===== src/rtl/licznik_seq_if.sv =====
// Control/status and counter-side bundle of the mode-counter sequencer.
// The master side issues commands and returns the counter value; the slave is the sequencer.
interface licznik_seq_if #(
  parameter int unsigned LEN_W  = 8,
  parameter int unsigned LOOP_W = 4,
  parameter int unsigned Q_W    = 4
) ();
  logic              start;
  logic              abort;
  logic [LEN_W-1:0]  up_len;
  logic [LEN_W-1:0]  tog_len;
  logic [LOOP_W-1:0] loops;
  logic [Q_W-1:0]    cnt_q;
  logic              cnt_rst;
  logic              cnt_in;
  logic              busy;
  logic              done;
  logic              aborted;
  logic              err;
  logic [LOOP_W-1:0] loop_cnt;
  logic [Q_W-1:0]    snap_q;

  modport master (
    output start, abort, up_len, tog_len, loops, cnt_q,
    input  cnt_rst, cnt_in, busy, done, aborted, err, loop_cnt, snap_q
  );

  modport slave (
    input  start, abort, up_len, tog_len, loops, cnt_q,
    output cnt_rst, cnt_in, busy, done, aborted, err, loop_cnt, snap_q
  );
endinterface


===== src/rtl/licznik_seq.sv =====
// Sequencer for the 4-bit mode counter: clear, count up, toggle, repeated per loop,
// then snapshot the final counter value. Outputs are decoded from registered state.
module licznik_seq #(
  parameter int unsigned LEN_W  = 8,
  parameter int unsigned LOOP_W = 4,
  parameter int unsigned Q_W    = 4
) (
  input logic           clk,
  input logic           rst,
  licznik_seq_if.slave  bus
);

  typedef enum logic [2:0] {StIdle, StClr, StUp, StTog, StDone} state_e;

  state_e state_q, state_d;

  logic [LEN_W-1:0]  up_len_q, up_len_d;
  logic [LEN_W-1:0]  tog_len_q, tog_len_d;
  logic [LOOP_W-1:0] loops_q, loops_d;
  logic [LEN_W-1:0]  phase_q, phase_d;
  logic [LOOP_W-1:0] loop_cnt_q, loop_cnt_d;
  logic [Q_W-1:0]    snap_q, snap_d;
  logic              aborted_q, aborted_d;
  logic              err_q, err_d;

  logic   cfg_bad;
  logic   last_phase;
  logic   last_loop;
  state_e eol_state;

  assign cfg_bad    = (bus.loops == '0) || ((bus.up_len == '0) && (bus.tog_len == '0));
  assign last_phase = (phase_q == LEN_W'(1));
  assign last_loop  = (loop_cnt_q == (loops_q - LOOP_W'(1)));
  assign eol_state  = last_loop ? StDone : StClr;

  // State register
  always_ff @(posedge clk or negedge rst) begin
    if (!rst) begin
      state_q <= StIdle;
    end else begin
      state_q <= state_d;
    end
  end

  // Next-state logic
  always_comb begin
    state_d = state_q;
    unique case (state_q)
      StIdle: begin
        if (bus.start && !cfg_bad) state_d = StClr;
      end
      StClr: begin
        if (bus.abort)              state_d = StIdle;
        else if (up_len_q != '0)    state_d = StUp;
        else                        state_d = StTog;
      end
      StUp: begin
        if (bus.abort)              state_d = StIdle;
        else if (last_phase)        state_d = (tog_len_q != '0) ? StTog : eol_state;
      end
      StTog: begin
        if (bus.abort)              state_d = StIdle;
        else if (last_phase)        state_d = eol_state;
      end
      StDone: state_d = StIdle;
      default: state_d = StIdle;
    endcase
  end

  // Output decode
  always_comb begin
    bus.cnt_rst  = (state_q == StIdle) || (state_q == StClr) || (state_q == StDone);
    bus.cnt_in   = (state_q == StTog);
    bus.busy     = (state_q != StIdle);
    bus.done     = (state_q == StDone);
    bus.aborted  = aborted_q;
    bus.err      = err_q;
    bus.loop_cnt = loop_cnt_q;
    bus.snap_q   = snap_q;
  end

  // Datapath next-state: configuration latch, phase down-counter, loop counter, flags
  always_comb begin
    up_len_d   = up_len_q;
    tog_len_d  = tog_len_q;
    loops_d    = loops_q;
    phase_d    = phase_q;
    loop_cnt_d = loop_cnt_q;
    snap_d     = snap_q;
    aborted_d  = 1'b0;
    err_d      = 1'b0;
    unique case (state_q)
      StIdle: begin
        if (bus.start) begin
          if (cfg_bad) begin
            err_d = 1'b1;
          end else begin
            up_len_d   = bus.up_len;
            tog_len_d  = bus.tog_len;
            loops_d    = bus.loops;
            loop_cnt_d = '0;
          end
        end
      end
      StClr: begin
        if (bus.abort) aborted_d = 1'b1;
        else           phase_d   = (up_len_q != '0) ? up_len_q : tog_len_q;
      end
      StUp: begin
        if (bus.abort) begin
          aborted_d = 1'b1;
        end else if (!last_phase) begin
          phase_d = phase_q - LEN_W'(1);
        end else if (tog_len_q != '0) begin
          phase_d = tog_len_q;
        end else if (!last_loop) begin
          loop_cnt_d = loop_cnt_q + LOOP_W'(1);
        end
      end
      StTog: begin
        if (bus.abort) begin
          aborted_d = 1'b1;
        end else if (!last_phase) begin
          phase_d = phase_q - LEN_W'(1);
        end else if (!last_loop) begin
          loop_cnt_d = loop_cnt_q + LOOP_W'(1);
        end
      end
      StDone: begin
        snap_d     = bus.cnt_q;
        loop_cnt_d = loops_q;
      end
      default: ;
    endcase
  end

  always_ff @(posedge clk or negedge rst) begin
    if (!rst) begin
      up_len_q   <= '0;
      tog_len_q  <= '0;
      loops_q    <= '0;
      phase_q    <= '0;
      loop_cnt_q <= '0;
      snap_q     <= '0;
      aborted_q  <= 1'b0;
      err_q      <= 1'b0;
    end else begin
      up_len_q   <= up_len_d;
      tog_len_q  <= tog_len_d;
      loops_q    <= loops_d;
      phase_q    <= phase_d;
      loop_cnt_q <= loop_cnt_d;
      snap_q     <= snap_d;
      aborted_q  <= aborted_d;
      err_q      <= err_d;
    end
  end

endmodule


===== src/flat_wrapper.sv =====
// flat-port wrapper written by rule: the top's interface ports become plain ports
module licznik_seq_flat 
#(
  parameter int unsigned LEN_W  = 8,
  parameter int unsigned LOOP_W = 4,
  parameter int unsigned Q_W    = 4
)
  (clk, rst, bus_start, bus_abort, bus_up_len, bus_tog_len, bus_loops, bus_cnt_q, bus_cnt_rst, bus_cnt_in, bus_busy, bus_done, bus_aborted, bus_err, bus_loop_cnt, bus_snap_q);
  licznik_seq_if #(.LEN_W(LEN_W), .LOOP_W(LOOP_W), .Q_W(Q_W)) bus_i ();
  input logic clk;
  input logic rst;
  input wire logic [$bits(bus_i.start)-1:0] bus_start;
  input wire logic [$bits(bus_i.abort)-1:0] bus_abort;
  input wire logic [$bits(bus_i.up_len)-1:0] bus_up_len;
  input wire logic [$bits(bus_i.tog_len)-1:0] bus_tog_len;
  input wire logic [$bits(bus_i.loops)-1:0] bus_loops;
  input wire logic [$bits(bus_i.cnt_q)-1:0] bus_cnt_q;
  output wire logic [$bits(bus_i.cnt_rst)-1:0] bus_cnt_rst;
  output wire logic [$bits(bus_i.cnt_in)-1:0] bus_cnt_in;
  output wire logic [$bits(bus_i.busy)-1:0] bus_busy;
  output wire logic [$bits(bus_i.done)-1:0] bus_done;
  output wire logic [$bits(bus_i.aborted)-1:0] bus_aborted;
  output wire logic [$bits(bus_i.err)-1:0] bus_err;
  output wire logic [$bits(bus_i.loop_cnt)-1:0] bus_loop_cnt;
  output wire logic [$bits(bus_i.snap_q)-1:0] bus_snap_q;
  assign bus_i.start = bus_start;
  assign bus_i.abort = bus_abort;
  assign bus_i.up_len = bus_up_len;
  assign bus_i.tog_len = bus_tog_len;
  assign bus_i.loops = bus_loops;
  assign bus_i.cnt_q = bus_cnt_q;
  assign bus_cnt_rst = bus_i.cnt_rst;
  assign bus_cnt_in = bus_i.cnt_in;
  assign bus_busy = bus_i.busy;
  assign bus_done = bus_i.done;
  assign bus_aborted = bus_i.aborted;
  assign bus_err = bus_i.err;
  assign bus_loop_cnt = bus_i.loop_cnt;
  assign bus_snap_q = bus_i.snap_q;
  licznik_seq #(.LEN_W(LEN_W), .LOOP_W(LOOP_W), .Q_W(Q_W)) u_core (.clk(clk), .rst(rst), .bus(bus_i));
endmodule

===== config.mk =====
export PLATFORM = sky130hd
export DESIGN_NAME = licznik_seq_flat
export DESIGN_NICKNAME = d
export VERILOG_FILES = /design/src/rtl/licznik_seq_if.sv /design/src/rtl/licznik_seq.sv /design/src/flat_wrapper.sv
export SDC_FILE = /design/constraint.sdc
export NUM_CORES = 1
export LEC_CHECK = 0
export BUFFER_PORTS_ARGS = -buffer_cell sky130_fd_sc_hd__buf_4
export CAP_MARGIN = 5
export CORE_MARGIN = 2
export CORE_UTILIZATION = 45
export CTS_CLUSTER_DIAMETER = 200
export CTS_CLUSTER_SIZE = 12
export DETAILED_ROUTE_END_ITERATION = 7
export GPL_TIMING_DRIVEN = 0
export HOLD_SLACK_MARGIN = 0.15
export PLACE_DENSITY = 0.75
export SLEW_MARGIN = 20
export SYNTH_ARGS = -nofsm -noshare
export SYNTH_HDL_FRONTEND = slang
export SYNTH_SLANG_ARGS = --single-unit

===== constraint.sdc =====
create_clock -name clk -period 3.64 [get_ports clk]
set_clock_uncertainty 0.2 [all_clocks]
set_input_delay 0.364 -clock clk [delete_from_list [all_inputs] [get_ports clk]]
set_output_delay 0.364 -clock clk [all_outputs]
set_load 0.05 [all_outputs]

# ---- Yosys cells after proc, flatten, opt, wreduce, memory -nomap -nowiden
# Index checks and enable logic that the tools add are counted.
dict set report word_totals {
  reg_bits 41
  inputBits 28
  out_inout_bits 14
  elab_cells 84
}
dict set report op_classes {
  add_sub_neg 3
  n_eq_ne 19
  muxes 32
  n_bitwise 1
  n_reduce_logical 20
}
# op count
set ops {}
lappend ops {{two-way mux 8 bit} 7}
lappend ops {{two-way mux 4 bit} 8}
lappend ops {{two-way mux 3 bit} 8}
lappend ops {{case mux 8 bit (3 select lines)} 1}
lappend ops {{zero test 8 bit} 2}
lappend ops {{case mux 4 bit (4 select lines)} 1}
lappend ops {{nonzero test 8 bit} 2}
lappend ops {{inequality test 2 bit (second input constant)} 7}
lappend ops {{case mux 3 bit (4 select lines)} 1}
lappend ops {{== test 8 x 1 -> 1 bit (second input constant)} 1}
lappend ops {{AND reduction 8 bit} 1}
lappend ops {{subtractor 8 x 1 -> 8 bit (second input constant)} 1}
lappend ops {{== test 3 x 2 -> 1 bit (second input constant)} 2}
lappend ops {{two-way mux 1 bit} 6}
lappend ops {{inequality test 2 x 1 -> 1 bit (second input constant)} 3}
lappend ops {{inequality test 3 x 2 -> 1 bit (second input constant)} 2}
lappend ops {{AND reduction 3 bit} 2}
lappend ops {{AND reduction 6 bit} 1}
lappend ops {{nonzero test 3 bit} 2}
lappend ops {{adder 4 x 1 -> 4 bit (second input constant)} 1}
lappend ops {{== test 4 bit} 1}
lappend ops {{zero test 4 bit} 1}
lappend ops {{nonzero test 4 bit} 1}
lappend ops {{subtractor 4 x 1 -> 4 bit (second input constant)} 1}
lappend ops {{other kinds (9)} 12}

# ---- Logic depth before layout (Yosys ltp)
dict set report depth {
  word_depth 7
  mapped_depth 8
  ltp_nobuf 7
}

# ---- Worst setup path before layout
# No wires, ideal clock.
dict set report synth_timing {
  kind {register -> register}
  startpoint {register u_core.phase_q[4]}
  endpoint {register u_core.phase_q[0]}
  setup_time_ns 0.082
  arrival_time_ns 2.113
  required_time_ns 3.358
  setup_slack_ns 1.245
  path_stages_with_launch 8
  path_buffers 2
  period_less_slack_ns 2.395
  cell_sequence {dfrtp_1 > buf_6 > or4_1 > buf_2 > or2_4 > o31ai_4 > mux2_4 > a31oi_1}
}
dict set report synth_via {
  elab_chain_len 4
  elab_cells_between_ends 7
  classes_between {3 x eq/ne; 3 x mux; 1 x reduce/logical}
}
# element line
set synth_rtl {}
lappend synth_rtl {{start, declared} licznik_seq.sv:20} ;# logic [LEN_W-1:0] phase_q, phase_d;
lappend synth_rtl {{start signal, assigned} licznik_seq.sv:151} ;# phase_q <= phase_d;
lappend synth_rtl {{== test 8 x 1 -> 1 bit *} licznik_seq.sv:32} ;# assign last_phase = (phase_q == LEN_W'(1));
lappend synth_rtl {{two-way mux 8 bit} licznik_seq.sv:112} ;# end else if (!last_phase) begin
lappend synth_rtl {{two-way mux 8 bit} licznik_seq.sv:110} ;# if (bus.abort) begin
lappend synth_rtl {{case mux 8 bit (3 select lines)} licznik_seq.sv:92} ;# unique case (state_q)
# Every way passes the cells marked *; elsewhere a longest branch is shown, timed or not. The select of a mux whose other input is x is not followed.
# A chain may end at the register's enable or synchronous reset.

# ---- Worst setup path after layout
dict set report layout_timing {
  startpoint {input port bus_up_len[5]}
  endpoint {register u_core.up_len_q[4]}
}
dict set report layout_via {
  elab_chain_len 5
}
# element line
set layout_rtl {}
lappend layout_rtl {{start, declared} flat_wrapper.sv:14} ;# input wire logic [$bits(bus_i.up_len)-1:0] bus_up_len;
lappend layout_rtl {{zero test 8 bit} licznik_seq.sv:31} ;# assign cfg_bad = (bus.loops == '0) || ((bus.up_len == '0) && (bus.tog_len == '0));
lappend layout_rtl {{logical AND 1 bit} licznik_seq.sv:31}
lappend layout_rtl {{logical OR 1 bit} licznik_seq.sv:31}
lappend layout_rtl {{NOT 1 bit (no line)} --}
lappend layout_rtl {{AND reduction 3 bit (no line)} --}
lappend layout_rtl {{end signal, assigned} licznik_seq.sv:148} ;# up_len_q <= up_len_d;
lappend layout_rtl {{end, declared} licznik_seq.sv:17} ;# logic [LEN_W-1:0] up_len_q, up_len_d;
# No other way between the ends.

==> flow_summary.yaml <==
run_status:
  status: "completed"
logic_synthesis:
  synthesis.nets: 252
  synth.cell_area_um2: 2290
  synth_mux_area_frac: 0.124
  synth_top_family_by_area: "simple AND/OR/NAND/NOR gates"
  ys_types: 50
  synthArstFlopShare: 1.00
  synth_compound_area_frac: 0.157
  yosys.area_share.simple: 0.171
  yosysWarnings: 0
  synth-main-ff-cell: "dfrtp_1"
  synth_xor_area_frac: 0.0305
  syn_area_per_cell_um2: 10.4
  synth_adder_area_share: 0.0218
  syn-instance-count: 220
  seq_area_frac_synth: 0.447
  ys_ff_latch: 41
  synth_edf_count: 0
final_layout:
  nets: 326
  drive_gt1_frac: 0.302
  syn_to_final_growth_pct: 33.4
  final_cell_mix: "42 x buf_4, 41 x dfrtp_1, 26 x dlygate4sd3_1"
  antenna_cells: 0
  layout_commonest_cell: "buf_4"
grt:
  grt-ovfl-total: 0
  grt_pass1_vias: 2008
  grt_max_degree: 42
  antenna_found_initial: 0
  grt_util_all_layers: 0.232
  grt_pass1_wl_um: 9830
worst_setup_path:
  worst_setup_path_end_kind: "register"
  crit_chain: "dlygate4sd3_1 > buf_4 > nor4_1 > a41oi_1 > nand2_1 > clkbuf_1 > mux2_2"
  arrival_ps: 3020
  worstSetupPathType: "in2reg"
  r2r-start: "u_core.phase_q[1]"
  start_kind: "input pin"
  critPathMaxStageDelay_ps: 560
  path_buf_inv: 3
  worst-path-stages: 7
  crit_required_ps: 3630
  endpoint: "u_core.up_len_q[4]"
  worstPathMaxFanout: 10
  cp_top_family: "buffers and inverters"
  cpMaxStageDelayCell: "nor4_1"
  critPathLaunch: "bus_up_len[5]"
  r2r_cells: 7
  r2r_slack_ps: 1020
  r2r-end: "u_core.phase_q[5]"
floorplanning:
  ios: 42
  start_util: 0.476
  core_area_um2: 4820
  fp.dieH_um: 75.4
  fp.dieArea_um2: 5690
  rows: 25
  die_x_um: 75.4
placement:
  hpwl_um: 3950
  io_buffers: 41
  globalplace.congestion: 0.869
timing:
  period_minus_slack_ps: 3020
  finalSetupTns_ps: 0
  slew_violations: 0
  finalSetupViolCount: 0
  hold_viol: 0
  max_freq_mhz: 331
  grt_setup_unrepaired: "false"
  tightest_slew_ps: 627
  relSlewSlack: 0.578
  fin_crit_sh: 0.830
  holdWs_ps: 171
routing:
  vias: 2039
  drt-initial-drc-count: 207
  antenna_left: 0
  drc: 0
  wl_per_cell_um: 16.3
  avgViaCountPerCell: 5.63
  dr.pass1.iters: 5
  routed_wirelength_um: 5890
clocking:
  htreeDepth: 2
  ctsResizeCount: 0
  cts_tree: "yes"
  clk_pin_slew_ps: 90
  clkLatencyLatePin_ps: 300
  clock-root-buffer: "clkbuf_8"
  clock_path_buffers: 2
  clock_sinks: 41
  cts_buffers: 5
pwr:
  leakagePower_nw: 1.33
  power_density_nw_per_um2: 646
  ir_drop_uv: 353
job:
  cap_violations: 0
worst_hold_path:
  hp-class: "in2reg"
-- cells in the mapped netlist (2+ instances only) --
| library cell | instances | area (um2) |
|---|---|---|
| nor4b_1 | 2 | 17.5 |
| o21ai_0 | 18 | 90.1 |
| buf_2 | 2 | 10.0 |
| o22ai_1 | 2 | 12.5 |
| dfrtp_1 | 41 | 1030 |
| nand2_1 | 10 | 37.5 |
| a221oi_1 | 6 | 52.6 |
| nand3_1 | 5 | 25.0 |
| a21oi_1 | 9 | 45.0 |
| xnor2_1 | 3 | 26.3 |
| or4_1 | 4 | 30.0 |
| nor2b_1 | 2 | 12.5 |
| inv_1 | 12 | 45.0 |
| xor2_1 | 2 | 17.5 |
| nor3_1 | 9 | 45.0 |
| ha_1 | 4 | 50.1 |
| a32oi_1 | 3 | 26.3 |
| clkbuf_1 | 7 | 26.3 |
| nor4_1 | 9 | 56.3 |
| mux2_2 | 24 | 270 |
| o41ai_1 | 3 | 26.3 |
| nor3b_1 | 2 | 15.0 |
| and2_1 | 2 | 12.5 |
| nor2_1 | 12 | 45.0 |
| buf_6 | 2 | 22.5 |
-- registers in the layout, summed over array words and instances (netlist names) --
signal	flops
u_core.bus.err	1
u_core.phase_q	8
u_core.up_len_q	8
u_core.bus.loop_cnt	4
u_core.tog_len_q	8
u_core.loops_q	4
u_core.bus.aborted	1
u_core.bus.snap_q	4
u_core.state_q	3
-- what timing repair did --
| item | CTS | global route |
|---|---|---|
| hold endpoints to repair | 66 | 0 |
| setup buffers | 0 | 0 |
| hold buffers | 26 | 0 |
-- worst register-to-register path: cells and delay by family (launching register included) --
family	cells	cell delay, ps
AOI/OAI and AO/OA	3	830
adders and majority gates	1	150
buffers and inverters	1	100
DFF	1	430
and+or+nand+nor	2	780
-- power by group --
group          switching, W  internal, W
Combinational      0.000441     0.000385
Clock              0.000173     0.000205
Sequential         0.000167     0.000607
Total              0.000781      0.00120
-- cell families (layout without fill, tap and decap cells) --
family	Yosys count	after routing
buf+inv	24	99
xor+xnor	6	6
fa+ha+maj	4	4
simple gates	68	68
flops	41	41
mux	25	25
compound gates	52	52
-- layer usage --
| metal | share of wire | wire, um | GRT usage | up-vias |
|---|---|---|---|---|
| li1 | - | - | - | 974 |
| met4 | 0.021 | 126 | 0.0838 | 0 |
| met2 | 0.50 | 2960 | 0.385 | 85 |
| met5 | 0 | 0 | 0 | - |
| met3 | 0.059 | 350 | 0.0463 | 12 |
| met1 | 0.42 | 2460 | 0.302 | 968 |
-- area by class of cell --
cell class	count	area, um2
tap	67	83.8
multi-input combinational	155	1160
inverter	12	45.0
sequential	41	1030
timing repair buffer	67	568
clock buffer	5	68.8
fill	398	1760
clock inverter	3	46.3
buffer	12	66.3
-- metrics by stage --
step / area [um2] / cells / setup slack, ps / util / total power [W]
global route: 3060 / 362 / 558 / 0.636 / 0.00211
detailed placement: 2690 / 328 / 924 / 0.558 / 0.00157
floorplan: 2290 / 220 / 1250 / - / 0.00134
CTS: 3060 / 362 / 682 / 0.636 / 0.00197
global placement: 2690 / 328 / 958 / 0.558 / 0.00154
finish: 3060 / 362 / 618 / 0.636 / 0.00198
-- worst min-delay path by stage --
stage,cells past startpoint,to,startpoint
3_3_place_gp,1,u_core.tog_len_q[7],rst
4_1_cts,2,u_core.bus.aborted,bus_abort
3_5_place_dp,1,u_core.tog_len_q[7],rst
6_report,2,u_core.bus.aborted,bus_abort
2_1_floorplan,0,u_core.bus.aborted,rst
5_1_grt,2,u_core.bus.aborted,bus_abort
Note: power is estimated with default switching activity, not from simulation.
